===== config.mk =====
export PLATFORM = sky130hd
export DESIGN_NAME = load_align_unit_flat
export DESIGN_NICKNAME = d
export VERILOG_FILES = /design/src/rtl/load_align_unit_if.sv /design/src/rtl/load_align_unit.sv /design/src/flat_wrapper.sv
export SDC_FILE = /design/constraint.sdc
export NUM_CORES = 1
export LEC_CHECK = 0
export ABC_AREA = 1
export ABC_CLOCK_PERIOD_IN_PS = 1800
export CAP_MARGIN = 25
export CORE_MARGIN = 3
export CORE_UTILIZATION = 45
export CTS_CLUSTER_DIAMETER = 40
export DETAILED_ROUTE_END_ITERATION = 16
export HOLD_SLACK_MARGIN = 0.12
export PLACE_DENSITY_LB_ADDON = 0.12
export SYNTH_ARGS = -nofsm -noshare
export SYNTH_HDL_FRONTEND = slang
export SYNTH_SLANG_ARGS = --single-unit

===== constraint.sdc =====
create_clock -name clk -period 1.8 [get_ports clk]
set_clock_uncertainty 0.05 [all_clocks]
set_input_delay 0.27 -clock clk [delete_from_list [all_inputs] [get_ports clk]]
set_output_delay 0.27 -clock clk [all_outputs]
set_load 0.01 [all_outputs]

===== src/rtl/load_align_unit_if.sv =====
// Bus bundle for load_align_unit: request, memory-read and response handshakes.
// The unit connects through the slave modport; the environment uses master.
interface load_align_unit_if #(
  parameter int unsigned XLEN   = 32,
  parameter int unsigned ADDR_W = 32
) ();
  logic              req_valid;
  logic              req_ready;
  logic [2:0]        req_funct3;
  logic [ADDR_W-1:0] req_addr;
  logic              mem_req_valid;
  logic              mem_req_ready;
  logic [ADDR_W-1:0] mem_req_addr;
  logic              mem_resp_valid;
  logic [XLEN-1:0]   mem_resp_data;
  logic              resp_valid;
  logic              resp_ready;
  logic [XLEN-1:0]   resp_data;
  logic              resp_fault;

  modport slave (
    input  req_valid, req_funct3, req_addr, mem_req_ready, mem_resp_valid, mem_resp_data,
           resp_ready,
    output req_ready, mem_req_valid, mem_req_addr, resp_valid, resp_data, resp_fault
  );

  modport master (
    output req_valid, req_funct3, req_addr, mem_req_ready, mem_resp_valid, mem_resp_data,
           resp_ready,
    input  req_ready, mem_req_valid, mem_req_addr, resp_valid, resp_data, resp_fault
  );
endinterface


===== src/rtl/load_align_unit.sv =====
// RISC-V load alignment unit: issues aligned word reads and returns the extended load result.
// Define LOAD_MISALIGNED_SPLIT_EN to serve misaligned loads (two beats when crossing a word).
module load_align_unit #(
  parameter int unsigned XLEN   = 32,
  parameter int unsigned ADDR_W = 32
) (
  input logic         clk,
  input logic         reset_n,
  load_align_unit_if.slave bus
);
  localparam int unsigned NB   = XLEN / 8;
  localparam int unsigned OFFW = $clog2(NB);

  typedef enum logic [2:0] {StIdle, StIssue0, StWait0, StIssue1, StWait1, StDone} state_e;

  state_e            r_state, w_state_nxt;
  logic [2:0]        r_funct3;
  logic [ADDR_W-1:0] r_addr;
  logic [XLEN-1:0]   r_resp_data;
  logic              r_resp_fault;

  logic [OFFW-1:0]   w_req_off, w_off;
  logic [3:0]        w_bytes;
  logic              w_illegal, w_bad, w_accept, w_last_beat;
  logic [ADDR_W-1:0] w_aligned;
  logic [2*XLEN-1:0] w_cat;
  logic [63:0]       w_win, w_ext;
  logic [XLEN-1:0]   w_result;

  assign w_req_off = bus.req_addr[OFFW-1:0];
  assign w_bytes   = 4'd1 << bus.req_funct3[1:0];
  // LD (011) and LWU (110) only exist on a 64-bit datapath; 111 never exists.
  assign w_illegal = (bus.req_funct3 == 3'b111) ||
                     ((XLEN == 32) && ((bus.req_funct3 == 3'b011) || (bus.req_funct3 == 3'b110)));
  assign w_accept  = (r_state == StIdle) && bus.req_valid;
  assign w_aligned = r_addr & ~ADDR_W'(NB - 1);
  assign w_off     = r_addr[OFFW-1:0];

`ifdef LOAD_MISALIGNED_SPLIT_EN
  logic            r_cross;
  logic [XLEN-1:0] r_word0;
  logic [4:0]      w_req_end;
  logic            w_cross_req;

  assign w_req_end   = 5'(w_req_off) + 5'(w_bytes);
  assign w_cross_req = w_req_end > 5'(NB);
  assign w_bad       = w_illegal;
  assign w_cat       = (r_state == StWait1) ? {bus.mem_resp_data, r_word0}
                                            : {{XLEN{1'b0}}, bus.mem_resp_data};
  assign w_last_beat = bus.mem_resp_valid &&
                       ((r_state == StWait1) || ((r_state == StWait0) && !r_cross));

  always_ff @(posedge clk or negedge reset_n) begin
    if (!reset_n) begin
      r_cross <= 1'b0;
      r_word0 <= '0;
    end else begin
      if (w_accept) r_cross <= w_cross_req;
      if ((r_state == StWait0) && bus.mem_resp_valid) r_word0 <= bus.mem_resp_data;
    end
  end
`else
  logic w_misal;

  assign w_misal     = (5'(w_req_off) & (5'(w_bytes) - 5'd1)) != 5'd0;
  assign w_bad       = w_illegal || w_misal;
  assign w_cat       = {{XLEN{1'b0}}, bus.mem_resp_data};
  assign w_last_beat = bus.mem_resp_valid && (r_state == StWait0);
`endif

  // Word1 sits above word0, so one right shift by the offset lines up both beats.
  assign w_win = 64'(w_cat >> {w_off, 3'b000});

  always_comb begin
    w_ext = w_win;
    unique case (r_funct3[1:0])
      2'b00:   w_ext = {{56{~r_funct3[2] & w_win[7]}}, w_win[7:0]};
      2'b01:   w_ext = {{48{~r_funct3[2] & w_win[15]}}, w_win[15:0]};
      2'b10:   w_ext = {{32{~r_funct3[2] & w_win[31]}}, w_win[31:0]};
      default: w_ext = w_win;
    endcase
  end

  assign w_result = XLEN'(w_ext);

  always_ff @(posedge clk or negedge reset_n) begin
    if (!reset_n) r_state <= StIdle;
    else          r_state <= w_state_nxt;
  end

  always_comb begin
    w_state_nxt = r_state;
    case (r_state)
      StIdle:   if (bus.req_valid) w_state_nxt = w_bad ? StDone : StIssue0;
      StIssue0: if (bus.mem_req_ready) w_state_nxt = StWait0;
`ifdef LOAD_MISALIGNED_SPLIT_EN
      StWait0:  if (bus.mem_resp_valid) w_state_nxt = r_cross ? StIssue1 : StDone;
      StIssue1: if (bus.mem_req_ready) w_state_nxt = StWait1;
      StWait1:  if (bus.mem_resp_valid) w_state_nxt = StDone;
`else
      StWait0:  if (bus.mem_resp_valid) w_state_nxt = StDone;
`endif
      StDone:   if (bus.resp_ready) w_state_nxt = StIdle;
      default:  w_state_nxt = StIdle;
    endcase
  end

  always_ff @(posedge clk or negedge reset_n) begin
    if (!reset_n) begin
      r_funct3     <= '0;
      r_addr       <= '0;
      r_resp_data  <= '0;
      r_resp_fault <= 1'b0;
    end else begin
      if (w_accept) begin
        r_funct3     <= bus.req_funct3;
        r_addr       <= bus.req_addr;
        r_resp_data  <= '0;
        r_resp_fault <= w_bad;
      end
      if (w_last_beat) r_resp_data <= w_result;
    end
  end

  assign bus.req_ready = (r_state == StIdle);
`ifdef LOAD_MISALIGNED_SPLIT_EN
  assign bus.mem_req_valid = (r_state == StIssue0) || (r_state == StIssue1);
  assign bus.mem_req_addr  = (r_state == StIssue1) ? (w_aligned + ADDR_W'(NB)) :
                             (r_state == StIssue0) ? w_aligned : '0;
`else
  assign bus.mem_req_valid = (r_state == StIssue0);
  assign bus.mem_req_addr  = (r_state == StIssue0) ? w_aligned : '0;
`endif
  assign bus.resp_valid = (r_state == StDone);
  assign bus.resp_data  = r_resp_data;
  assign bus.resp_fault = r_resp_fault;
endmodule


===== src/flat_wrapper.sv =====
// flat-port wrapper written by rule: the top's interface ports become plain ports
module load_align_unit_flat 
#(
  parameter int unsigned XLEN   = 32,
  parameter int unsigned ADDR_W = 32
)
  (clk, reset_n, bus_req_valid, bus_req_funct3, bus_req_addr, bus_mem_req_ready, bus_mem_resp_valid, bus_mem_resp_data, bus_resp_ready, bus_req_ready, bus_mem_req_valid, bus_mem_req_addr, bus_resp_valid, bus_resp_data, bus_resp_fault);
  load_align_unit_if #(.XLEN(XLEN), .ADDR_W(ADDR_W)) bus_i ();
  input logic clk;
  input logic reset_n;
  input wire logic [$bits(bus_i.req_valid)-1:0] bus_req_valid;
  input wire logic [$bits(bus_i.req_funct3)-1:0] bus_req_funct3;
  input wire logic [$bits(bus_i.req_addr)-1:0] bus_req_addr;
  input wire logic [$bits(bus_i.mem_req_ready)-1:0] bus_mem_req_ready;
  input wire logic [$bits(bus_i.mem_resp_valid)-1:0] bus_mem_resp_valid;
  input wire logic [$bits(bus_i.mem_resp_data)-1:0] bus_mem_resp_data;
  input wire logic [$bits(bus_i.resp_ready)-1:0] bus_resp_ready;
  output wire logic [$bits(bus_i.req_ready)-1:0] bus_req_ready;
  output wire logic [$bits(bus_i.mem_req_valid)-1:0] bus_mem_req_valid;
  output wire logic [$bits(bus_i.mem_req_addr)-1:0] bus_mem_req_addr;
  output wire logic [$bits(bus_i.resp_valid)-1:0] bus_resp_valid;
  output wire logic [$bits(bus_i.resp_data)-1:0] bus_resp_data;
  output wire logic [$bits(bus_i.resp_fault)-1:0] bus_resp_fault;
  assign bus_i.req_valid = bus_req_valid;
  assign bus_i.req_funct3 = bus_req_funct3;
  assign bus_i.req_addr = bus_req_addr;
  assign bus_i.mem_req_ready = bus_mem_req_ready;
  assign bus_i.mem_resp_valid = bus_mem_resp_valid;
  assign bus_i.mem_resp_data = bus_mem_resp_data;
  assign bus_i.resp_ready = bus_resp_ready;
  assign bus_req_ready = bus_i.req_ready;
  assign bus_mem_req_valid = bus_i.mem_req_valid;
  assign bus_mem_req_addr = bus_i.mem_req_addr;
  assign bus_resp_valid = bus_i.resp_valid;
  assign bus_resp_data = bus_i.resp_data;
  assign bus_resp_fault = bus_i.resp_fault;
  load_align_unit #(.XLEN(XLEN), .ADDR_W(ADDR_W)) u_core (.clk(clk), .reset_n(reset_n), .bus(bus_i));
endmodule

# == Word-level counts from Yosys, hierarchy flattened ==
# Cells that the tools add are included.
# word_totals
ff_bits,71
in_bits,73
out_inout_bits,68
elab_cells,44
# classes
add_sub_neg,1
n_eq_ne,12
n_shift,2
n_mux,10
bitwise,4
n_reduce_logical,10
# op_table
operator,n
32-bit 2-to-1 mux,3
32-bit one-hot mux with 3 select lines,1
32-bit by 5-bit right shift with 32-bit output,1
3-bit 2-to-1 mux,5
3-bit one-hot mux with 4 select lines,1
3-bit == test (second input constant),3
2-bit inequality test (second input constant),4
3-bit by 2-bit == test with 1-bit output (second input constant),2
2-bit by 5-bit bitwise AND with 5-bit output,1
5-bit nonzero test,1
4-bit by 1-bit subtractor with 5-bit output (second input constant),1
4-bit AND reduction,1
1-bit by 2-bit left shift with 4-bit output (first input constant),1
3-bit by 1-bit == test with 1-bit output (second input constant),1
3-bit logical NOT,1
1-bit logical OR,3
1-bit bitwise AND,2
2-bit by 1-bit == test with 1-bit output (second input constant),1
2-bit == test (second input constant),1
1-bit logical AND,2
2-bit logical NOT,1
2-bit nonzero test,1
1-bit inverter,1

# == Logic depth before layout (Yosys ltp) ==
# logic_depth
depth_word,8
ltp_mapped,10
mapped_depth_nobuf,8

# == Worst setup path after synthesis ==
# OpenSTA, ideal clock, no wires.
# synth_timing
path_type,register -> output
start,register u_core.r_state[1]
end,output bus_mem_req_addr[22]
arrival_ps,1059
required_time_ps,1480
setup_slack_ps,421
stages_incl_launch_ff,5
path_buffers,1
cell_sequence,dfrtp_1 -> inv_1 -> nand3_1 -> buf_2 -> nor2_1
# synth_via
elab_chain_len,2
# synth_rtl
item,line_no,source
"start, declared",load_align_unit.sv:16,"state_e r_state, w_state_nxt;"
"start signal, assigned",load_align_unit.sv:87,if (!reset_n) r_state <= StIdle;
"start signal, assigned",load_align_unit.sv:88,else r_state <= w_state_nxt;
3-bit by 1-bit == test with 1-bit output,load_align_unit.sv:132,assign bus.mem_req_addr = (r_state == StIssue0) ? w_aligned : '0;
32-bit 2-to-1 mux,load_align_unit.sv:132,
"end, declared",flat_wrapper.sv:20,output wire logic [$bits(bus_i.mem_req_addr)-1:0] bus_mem_req_addr;
# No other way between the ends.

# == Final worst setup path ==
# layout_timing
start,register u_core.r_state[1]
end,output bus_mem_req_addr[6]
# The elaborated chain is that of the path after synthesis.

==> flow_metrics.env <==
export IMPL_status="completed"
export IMPL_post_synth_top_area_fraction=0.472
export IMPL_insertedDiodeCount=0
export IMPL_nets=717
export IMPL_first_global_vias=3578
export IMPL_async_flop_share=1.00
export IMPL_grt_max_degree=73
export IMPL_num_rows=32
export IMPL_critPathRequiredTime_ns=1.48
export IMPL_die_area_um2=9500
export IMPL_die_y_um=97.5
export IMPL_gr_usage_all_layers=0.224
export IMPL_drt_wl_total_mm=10.3
export IMPL_yosys_most_used_dff="dfrtp_1"
export IMPL_core_um2=7930
export IMPL_postSynthCellCount=507
export IMPL_synth_cell_types=32
export IMPL_grt_pass1_wl_mm=17.3
export IMPL_clk_pin_slew_ns=0.08
export IMPL_crit_type="reg -> out"
export IMPL_place_gp_congestion=0.858
export IMPL_clock_latency_ns=0.33
export IMPL_numPortBuffers=138
export IMPL_vias=3696
export IMPL_hold_ws_ns=0.363
export IMPL_die_width_um=97.5
export IMPL_ir_worst_vdd_v=0.00157
export IMPL_dp_cells=732
export IMPL_cts_buffers=9
export IMPL_synth_area_leader_cell="dfrtp_1"
export IMPL_drive_gt1_frac=0.137
export IMPL_initial_core_util=0.475
export IMPL_fin_total_pwr_w=0.00892
export IMPL_fin_crit_sh=0.961
export IMPL_area_growth_pct=42.9
export IMPL_cts_sinks=71
export IMPL_syn_area_um2=3760
export IMPL_cts_path_max_buffers=2
export IMPL_instances_no_fill=750
export IMPL_route_detailed_drc=0
export IMPL_fin_crit_ns=1.73
export IMPL_htree_levels=3
export IMPL_cap_violations=0
export IMPL_ant_nets=0
export IMPL_synthMostInstantiatedCell="nand2_1"
export IMPL_crit_fanout=15
export IMPL_crit_path_end_kind="output pin"
export IMPL_cp_start_kind="flop"
export IMPL_synthTopCellsByArea="dfrtp_1, nand2_1, nor2_1"
export IMPL_hold_violations=0
export IMPL_finalSetupViolCount=0
export IMPL_avgViaCountPerCell=4.93
export IMPL_ys_warn_count=0
export IMPL_routedWlPerCell_um=13.7
export IMPL_synth_seq_cells=71
export IMPL_place_detailed_hpwl_mm=7.63
export IMPL_synth_top_cells_by_count="nand2_1, dfrtp_1, nor2_1"
export IMPL_rsz0062_at_grt="no"
export IMPL_ys_seq_area_frac=0.472
export IMPL_drt_iter0_drc=202
export IMPL_syn_area_per_cell_um2=7.43
export IMPL_synth_edf_count=0
export IMPL_drtPass1Iterations=5
export IMPL_slew_headroom=0.660
export IMPL_grt_overflow=0
export IMPL_top_level_ports=141
export IMPL_cts_root_buf="clkbuf_8"
export IMPL_worstHoldPathType="in -> async"
export IMPL_antenna_found_initial=0
export IMPL_p_leak_nw=2.83
export IMPL_worstMarginPinSlew_ns=0.510
export IMPL_fmax_ghz=0.578
export IMPL_slew_viol_final=0
export IMPL_arrival_ns=1.41
export IMPL_power_density_nw_per_um2=1660
export IMPL_cts_tree="yes"
==> metal layers <==
layer	global-route usage	wire (µm)	up-vias
met5	0	0	-
met4	0.0628	163	0
met3	0.0388	582	15
met2	0.373	5000	117
met1	0.302	4520	1709
li1	-	-	1855
==> flip-flops by register name, indices dropped and copies added, names as in the netlist <==
name / count
u_core.r_funct3: 3
u_core.bus.resp_fault: 1
u_core.bus.resp_data: 32
u_core.r_state: 3
u_core.r_addr: 32
==> area by class of cell <==
class                      instances  area (µm²)
tap                              102         128
clock inverter                     6        86.3
multi-input combinational        349        1590
fill                             676        2550
inverter                          56         218
timing repair buffer             157        1460
sequential                        71        1780
clock buffer                       9         124
==> kinds of logic (layout without fill, tap and decap cells) <==
family / Yosys count / after routing / synth area share
AND/OR/NAND/NOR: 263 / 263 / 0.295
flip-flops: 71 / 71 / 0.472
buffers and inverters: 88 / 228 / 0.110
AO/OA/AOI/OAI: 84 / 84 / 0.122
other: 1 / 2 / 0.000996
==> worst paths after layout <==
check / endpoint / slack [ns] / start / cells past startpoint
min in group clk: u_core.bus.resp_data[18] / 0.43 / u_core.bus.resp_data[18] / 2
setup reg to reg: u_core.r_state[0] / 0.28 / u_core.r_state[0] / 6
setup / recovery: bus_mem_req_addr[6] / 0.07 / u_core.r_state[1] / 5
hold reg to reg: u_core.bus.resp_data[18] / 0.43 / u_core.bus.resp_data[18] / 2
hold / removal: u_core.r_addr[10] / 0.36 / reset_n / 2
max in group asynchronous: u_core.bus.resp_data[28] / 0.78 / reset_n / 3
==> placed cells by master, fill, tap and decap left out, drive strengths merged, types with 2 or more instances in the layout <==
cell,Yosys,layout
conb,1,2
nand3,33,33
nor2,64,64
clkdlybuf4s15,0,2
a21oi,46,46
clkbuf,6,26
a31oi,7,7
nand2,163,163
clkinv,1,4
dfrtp,71,71
clkdlybuf4s50,0,104
o21ai,29,29
buf,26,32
bufinv,0,2
inv,55,55
==> through the flow <==
stage          worst slack (ns)  setup TNS (ns)   util  cell area [µm²]
6_report                 0.0697               0  0.679             5380
5_1_grt                 0.00168               0  0.679             5380
4_1_cts                 -0.0207         -0.0207  0.688             5450
3_5_place_dp             0.0512               0  0.664             5260
3_3_place_gp              0.121               0  0.664             5260
2_1_floorplan             0.421               0      -             3770
==> where the power goes <==
| part | internal [W] | switching (W) |
|---|---|---|
| clock | 0.000770 | 0.000591 |
| combinational | 0.00211 | 0.00279 |
| sequential | 0.00231 | 0.000353 |
| total | 0.00519 | 0.00373 |
==> critical path, cell delays in order (launching register included) <==
cell,delay (ns)
dfrtp_1,0.40
inv_2,0.08
nand3_4,0.12
buf_16,0.18
nor2_1,0.08
clkdlybuf4s15_2,0.22
==> what timing repair did <==
action,in CTS,in global routing
endpoints found under the setup margin,33,21
buffers inserted,0,1
hold buffers,1,0
hold endpoints to repair,27,0
resized for setup,80,34
gates cloned,1,0
(Power assumes the default switching activity.)
